[src/rtl/any1_agen_pipe.sv]
// ANY-1 memory-stage effective-address generator: two register stages with
// valid/ready on both sides, producing an address, post-update value and fault flags.
module any1_agen_pipe #(
  parameter int AWID      = 32,
  parameter int ALIGN_CHK = 1,
  parameter int BOUND_CHK = 1
) (
  input  logic            clk,
  input  logic            rst,
  input  logic            i_valid,
  output logic            i_ready,
  input  logic [63:0]     ir,
  input  logic [63:0]     ia,
  input  logic [63:0]     ib,
  input  logic [1:0]      size,
  input  logic [AWID-1:0] lim_lo,
  input  logic [AWID-1:0] lim_hi,
  output logic            o_valid,
  input  logic            o_ready,
  output logic [AWID-1:0] ea,
  output logic [63:0]     wb,
  output logic            wb_en,
  output logic            flt_align,
  output logic            flt_bound,
  output logic            flt_canon,
  output logic            flt_mode
);

  // Handshake: a transfer happens on a rising edge where valid & ready are both 1.
  // A stage loads when empty or when its content moves on in the same cycle.
  logic s1_v, s2_v, s2_adv, s1_load;

  assign s2_adv  = !s2_v || o_ready;
  assign i_ready = !s1_v || s2_adv;
  assign s1_load = i_valid && i_ready;
  assign o_valid = s2_v;

  // Request decode and full 64-bit wrapping address arithmetic.
  logic [63:0] disp, idx, sum_c, wb_c;
  logic        unused_ir;

  assign disp      = {{42{ir[63]}}, ir[63:50], ir[39:32]};
  assign idx       = (ir[45:44] == 2'b01) ? (ib << ir[43:41]) : 64'd0;
  assign sum_c     = ia + idx + disp;
  assign wb_c      = ia + disp;
  assign unused_ir = ^{ir[49:46], ir[40], ir[31:0]};

  logic [63:0]     s1_sum, s1_wb;
  logic [1:0]      s1_size, s1_mode;
  logic [AWID-1:0] s1_lo, s1_hi;

  always_ff @(posedge clk) begin
    if (rst) begin
      s1_v <= 1'b0;
    end else if (i_ready) begin
      s1_v <= i_valid;
    end
  end

  always_ff @(posedge clk) begin
    if (s1_load) begin
      s1_sum  <= sum_c;
      s1_wb   <= wb_c;
      s1_size <= size;
      s1_mode <= ir[45:44];
      s1_lo   <= lim_lo;
      s1_hi   <= lim_hi;
    end
  end

  // Fault checks on the S1 contents.
  logic [AWID-1:0] ea_c;
  logic [3:0]      nbytes, amask;
  logic [AWID:0]   last_c;
  logic            align_c, bound_c, canon_c;

  assign ea_c   = s1_sum[AWID-1:0];
  assign nbytes = 4'd1 << s1_size;
  assign amask  = nbytes - 4'd1;
  // Last byte address at AWID+1 bits so an access straddling 2^AWID is caught.
  assign last_c = {1'b0, ea_c} + {{(AWID-3){1'b0}}, amask};

  assign align_c = (ALIGN_CHK != 0) && ((ea_c[3:0] & amask) != 4'd0);
  assign bound_c = (BOUND_CHK != 0) &&
                   ((ea_c < s1_lo) || (last_c > {1'b0, s1_hi}));

  generate
    if (AWID < 64) begin : g_canon
      assign canon_c = (s1_sum[63:AWID] != {(64-AWID){s1_sum[AWID-1]}});
    end else begin : g_nocanon
      assign canon_c = 1'b0;
    end
  endgenerate

  always_ff @(posedge clk) begin
    if (rst) begin
      s2_v      <= 1'b0;
      ea        <= '0;
      wb        <= 64'd0;
      wb_en     <= 1'b0;
      flt_align <= 1'b0;
      flt_bound <= 1'b0;
      flt_canon <= 1'b0;
      flt_mode  <= 1'b0;
    end else if (s2_adv) begin
      s2_v <= s1_v;
      if (s1_v) begin
        ea        <= ea_c;
        wb        <= s1_wb;
        wb_en     <= (s1_mode == 2'b10);
        flt_align <= align_c;
        flt_bound <= bound_c;
        flt_canon <= canon_c;
        flt_mode  <= (s1_mode == 2'b11);
      end
    end
  end

endmodule

[config.mk]
export PLATFORM = sky130hd
export DESIGN_NAME = any1_agen_pipe
export DESIGN_NICKNAME = d
export VERILOG_FILES = /design/src/rtl/any1_agen_pipe.sv
export SDC_FILE = /design/constraint.sdc
export NUM_CORES = 1
export LEC_CHECK = 0
export ABC_AREA = 1
export BUFFER_PORTS_ARGS = -buffer_cell sky130_fd_sc_hd__buf_4
export CAP_MARGIN = 0
export CORE_MARGIN = 8
export CORE_UTILIZATION = 45
export CTS_CLUSTER_DIAMETER = 40
export DETAILED_ROUTE_END_ITERATION = 6
export MAX_ROUTING_LAYER = met4
export PLACE_DENSITY = 0.69
export SYNTH_ARGS = -nofsm -noshare
export SYNTH_HDL_FRONTEND = slang
export SYNTH_SLANG_ARGS = --single-unit
export TNS_END_PERCENT = 100
[constraint.sdc]
create_clock -name clk -period 14.6 [get_ports clk]
set_clock_uncertainty 0.1 [all_clocks]
set_input_delay 2.92 -clock clk [delete_from_list [all_inputs] [get_ports clk]]
set_output_delay 2.92 -clock clk [all_outputs]
set_load 0.1 [all_outputs]
-- Yosys cells after proc, flatten, opt, wreduce, memory -nomap -nowiden
Cells that the tools add are included.
- flip-flop bits (word level): 299
- input bits: 262
- output and inout port bits: 103
- logic and storage cells: 38
- add/sub/neg operators: 5
- $lt $le $gt $ge: 2
- equality and inequality tests: 4
- shift operators: 2
- muxes and demuxes: 1
- bitwise logic cells: 1
- reduce and logical (&&, ||, !) cells: 8
- operators with widths (kind ; count):
    adder 64 bit ; 3
    2-to-1 mux 64 bit ; 1
    left shift 64 x 3 -> 64 bit ; 1
    adder 32 x 4 -> 33 bit ; 1
    greater-than comparator 33 x 32 -> 1 bit ; 1
    < comparator 32 bit ; 1
    != test 32 bit ; 1
    AND 4 bit ; 1
    equality test 2 bit, second input constant ; 2
    nonzero test 4 bit ; 1
    left shift 1 x 2 -> 4 bit, first input constant ; 1
    subtractor 4 x 1 -> 4 bit, second input constant ; 1
    logical OR 1 bit ; 3
    equality test 2 x 1 -> 1 bit, second input constant ; 1
    zero test 1 bit ; 2
    AND reduction 2 bit ; 1
    logical AND 1 bit ; 1

-- Logic depth before layout (Yosys ltp)
- depth after elaboration: 5
- gate-level depth with buffers: 27
- mapped depth without buffers: 27

-- Worst setup path after synthesis
No wires, ideal clock.
- kind: input to register
- from: in o_ready
- to: reg s1_hi[0], enable pin
- setup time: 0.548 ns
- data arrival time: 7.663 ns
- required time: 13.952 ns
- slack: 6.290 ns
- stages on the path: 4
- path buffers: 0
- cells stage by stage: inv_1 -> nand3_1 -> nand2_1 -> inv_1
- cells in the longest elaborated chain, start to end: 3
- RTL lines (element ; line ; source):
    start: declaration ; 19 ; input logic o_ready,
    logical OR 1 bit ; 33 ; assign s2_adv = !s2_v || o_ready;
    logical OR 1 bit ; 34 ; assign i_ready = !s1_v || s2_adv;
    named net i_ready ; 11 ; output logic i_ready,
    logical AND 1 bit ; 35 ; assign s1_load = i_valid && i_ready;
    named net s1_load ; 31 ; logic s1_v, s2_v, s2_adv, s1_load;
    end signal: assignment ; 67 ; s1_hi <= lim_hi;
    end: declaration ; 50 ; logic [AWID-1:0] s1_lo, s1_hi;
The timed path passes the listed nets, and every way through them passes these cells.
A chain may end at the register's enable or synchronous reset.

-- Worst setup path in the final report
- from: in ir[45]
- to: reg s1_sum[56] (data pin)
- cells in the longest elaborated chain, start to end: 4
- RTL lines (element ; line ; source):
    start: declaration ; 12 ; input logic [63:0] ir,
    equality test 2 x 1 -> 1 bit ; 43 ; assign idx = (ir[45:44] == 2'b01) ? (ib << ir[43:41]) : 64'd0;
    2-to-1 mux 64 bit ; 43 ;
    adder 64 bit (2 in a row) ; 44 ; assign sum_c = ia + idx + disp;
    named net sum_c[56] ; 39 ; logic [63:0] disp, idx, sum_c, wb_c;
    end signal: assignment ; 62 ; s1_sum <= sum_c;
    end: declaration ; 48 ; logic [63:0] s1_sum, s1_wb;
The timed path passes the listed nets, and every way through them passes these cells.

==> run summary <==
Final hold slack: 0.368 ns
Number of distinct library cells after synthesis: 57
Width of the chip: 250 µm
Via count of the first global-routing pass: 22200
Number of max-slew violations in the final report: 0
Chip height: 250 µm
Full die area: 62400 µm²
H-tree depth: 2
Last weighted congestion value of the routability-driven placer: 1.10
Ratio of final minimum period to clock period: 0.510
# setup viols final: 0
Sequential cell area fraction in the yosys report: 0.323
Measured slew at the worst slew-check pin: 1.15 ns
PortBufs: 327
Clock buffer depth: 3
Most heavily used metal layer in global routing: met2
Post-Synth Simple-Gate Area: 0.246
Pre-antenna DRT Iters: 6
Worst-path maximum fanout: 60
Quantity of hold-fixing buffers added after cts: 0
Sequential Power Share: 0.326
Classification of the worst-slack hold path: flip-flop to flip-flop
Wire length of the first global-routing pass: 133 mm
Boundary pin count: 365
Data arrival time of the critical path: 7.66 ns
Met1 track utilization from global routing: 0.390
Cells resized by post-CTS repair: 0
Wire length reported by the detailed router: 89.5 mm
Post-synthesis adder-cell area fraction: 0.151
Synthesized instance count: 3349
Max_slew headroom: 0.232
Final-layout setup total negative slack: 0 ns
Worst endpoint required time: 14.82 ns
DRC viols: 0
Area added between synthesis and finish: 18.6%
Clock-pin slew on the worst setup and hold paths: 0.06 ns
Final worst path period need: 7.45 ns
Met3 layer usage reported by global route: 0.0330
Clock group share of total power: 0.294
Post-synthesis xor/xnor area fraction: 0.0452
Average footprint of a synthesized cell: 7.34 µm²
Number of fill cells: 5335
Cell count after placement: 4310
Gr usage total: 0.282
Antenna violations before repair: 7
Vias per cell: 5.44
Post-synthesis async set-or-reset flop share: 0
Count of flip-flops with a built-in enable after synthesis: 196
Placeable core region: 53900 µm²
Number of nets in the final layout: 4178
Routed len/inst: 20.4 µm
Switching Fraction: 0.404
Final cell count without fillers: 4394
Proportion of synthesized area in mux cells: 0.00122
Part of the power in combinational logic: 0.381
Max Fclk: 134 MHz
TritonCTS clock tree: yes
Power per Cell Area: 119 nW/µm²
HPWL after detailed placement: 75.4 mm
Inserted Clock Buffers: 42
Post-Synthesis Net Count: 3869
P_leak: 0.0135 µW
Critical path start-end classification: input port to flip-flop
Number of buffers inserted by post-CTS setup repair: 0
Internal Pwr Total: 2070 µW
Worst Setup Start Kind: input port
Synth Flop Type: sky130_fd_sc_hd__edfxtp_1
Register-to-Register Setup Slack: 10.41 ns
Main combinational cell family by area after synthesis: simple AND/OR/NAND/NOR gates
Cell area after technology mapping: 24600 µm²
Insertion delay of the later-clocked pin in the worst-skew pair: 0.57 ns
Clock Sink Count: 299
Initial Util: 0.456
Count of synthesis-stage warnings from yosys: 0
Residual overflow from global routing: 0
Switching power: 1400 µW
Register bit count reported by yosys: 299
Element type at the critical path end: flip-flop
Iteration-0 DRC Markers: 2035
Sum of internal, switching and leakage power: 3470 µW
VDD IR-drop max: 89.8 µV
Outcome: finished, final reports clean
Max-cap violation count: 0
Maximum number of pins on one net before global-route repair: 95
Ratio of cells with drive above 1 in the final layout: 0.125
Share of the synthesized area in compound gates (AO/OA/AOI/OAI): 0.152
Row count: 85
Routed Antenna Nets: 0
Met2 demand-to-capacity share in global routing: 0.438
Clock root cell: sky130_fd_sc_hd__clkbuf_16
Setup repair after global routing missed its margin: false
Hold violation total from the final report: 0
Count of vias placed by the detailed router: 23900
-- power by group through the flow --
stage,clock [µW],sequential (µW),combinational (µW)
floorplan,0,1280,736
global placement,0,1140,1300
detailed placement,0,1150,1310
CTS,1040,1130,1310
global route,1080,1140,1450
finish,1020,1130,1320
-- worst max-delay path: stages --
cell and delay, ns:
sky130_fd_sc_hd__buf_4 0.11, sky130_fd_sc_hd__nor2_1 0.18, sky130_fd_sc_hd__inv_1 0.06, sky130_fd_sc_hd__nor2_1 0.74, sky130_fd_sc_hd__inv_2 0.66, sky130_fd_sc_hd__o22ai_1 0.37
sky130_fd_sc_hd__fa_1 0.47, sky130_fd_sc_hd__ha_1 0.44, sky130_fd_sc_hd__nand2_1 0.14, sky130_fd_sc_hd__nor2_1 0.15, sky130_fd_sc_hd__inv_1 0.07, sky130_fd_sc_hd__nor2_1 0.08
sky130_fd_sc_hd__inv_1 0.10, sky130_fd_sc_hd__nor4_1 0.50, sky130_fd_sc_hd__nand4_1 0.37, sky130_fd_sc_hd__nand3_1 0.18, sky130_fd_sc_hd__nand2_1 0.08
-- state kept, by name, summed over array words and instances (netlist names), 2 cells and up --
register	flops
ea	32
s1_hi	32
s1_lo	32
s1_mode	2
s1_size	2
s1_sum	64
s1_wb	64
wb	64
-- stage by stage --
| step | utilization | instance area [µm²] | worst slack, ns |
|---|---|---|---|
| 3_5_place_dp | 0.514 | 27700 | 6.82 |
| 2_1_floorplan | - | 24600 | 6.29 |
| 4_1_cts | 0.541 | 29200 | 7.43 |
| 6_report | 0.541 | 29200 | 7.15 |
| 3_3_place_gp | 0.514 | 27700 | 6.83 |
| 5_1_grt | 0.541 | 29200 | 7.03 |
-- routing by layer --
layer,wire (µm),up-vias
met5,0,-
met4,2020,0
met3,6300,112
met2,40000,919
met1,41200,11100
li1,-,11800
-- kinds of logic (layout without fill, tap and decap cells) --
group / Yosys count / in the layout
flops: 299 / 299
xor+xnor: 127 / 127
compound gates: 663 / 663
other cells: 1 / 7
mux: 3 / 3
buf+inv: 526 / 869
simple gates: 1472 / 1472
fa+ha+maj: 258 / 258
-- cells in the final DEF, fill, tap and decap left out, types with 101 or more instances in the layout --
cell and n:
sky130_fd_sc_hd__ha_1 192, sky130_fd_sc_hd__a21oi_1 198, sky130_fd_sc_hd__nand3_1 109, sky130_fd_sc_hd__nor2_1 488, sky130_fd_sc_hd__xor2_1 101, sky130_fd_sc_hd__inv_1 439, sky130_fd_sc_hd__dfxtp_1 103, sky130_fd_sc_hd__buf_4 336
sky130_fd_sc_hd__o21ai_0 256, sky130_fd_sc_hd__edfxtp_1 196, sky130_fd_sc_hd__nand2_1 736
-- worst paths after layout --
path | startpoint | end | cells past startpoint
setup / recovery | ir[45] | s1_sum[56] | 17
hold / removal | s1_wb[28] | wb[28] | 2
setup reg to reg | s1_size[1] | flt_bound | 26
hold reg to reg | s1_wb[28] | wb[28] | 2
-- Yosys cell counts (47+ instances only) --
cell type / instances / area [µm²]
sky130_fd_sc_hd__clkbuf_1: 56 / 210
sky130_fd_sc_hd__inv_1: 442 / 1660
sky130_fd_sc_hd__ha_1: 192 / 2400
sky130_fd_sc_hd__o21ai_0: 256 / 1280
sky130_fd_sc_hd__o22ai_1: 55 / 344
sky130_fd_sc_hd__fa_1: 66 / 1320
sky130_fd_sc_hd__nor3_1: 47 / 235
sky130_fd_sc_hd__xor2_1: 101 / 885
sky130_fd_sc_hd__nor2_1: 488 / 1830
sky130_fd_sc_hd__nand3_1: 109 / 546
sky130_fd_sc_hd__nand2_1: 738 / 2770
sky130_fd_sc_hd__dfxtp_1: 103 / 2060
sky130_fd_sc_hd__a21oi_1: 198 / 991
sky130_fd_sc_hd__edfxtp_1: 196 / 5890
-- area by class of cell --
cell class                      count  area (µm²)  area share
Inverter                          455        1710      0.0588
Sequential cell                   299        7950       0.272
Timing Repair Buffer              336        2520      0.0865
Clock buffer                       48        1070      0.0368
Clock inverter                     30         350      0.0120
Antenna cell                        6        15.0    0.000515
Multi-Input combinational cell   2524       14700       0.503
Tap cell                          696         871      0.0299
(Power assumes the default switching activity.)
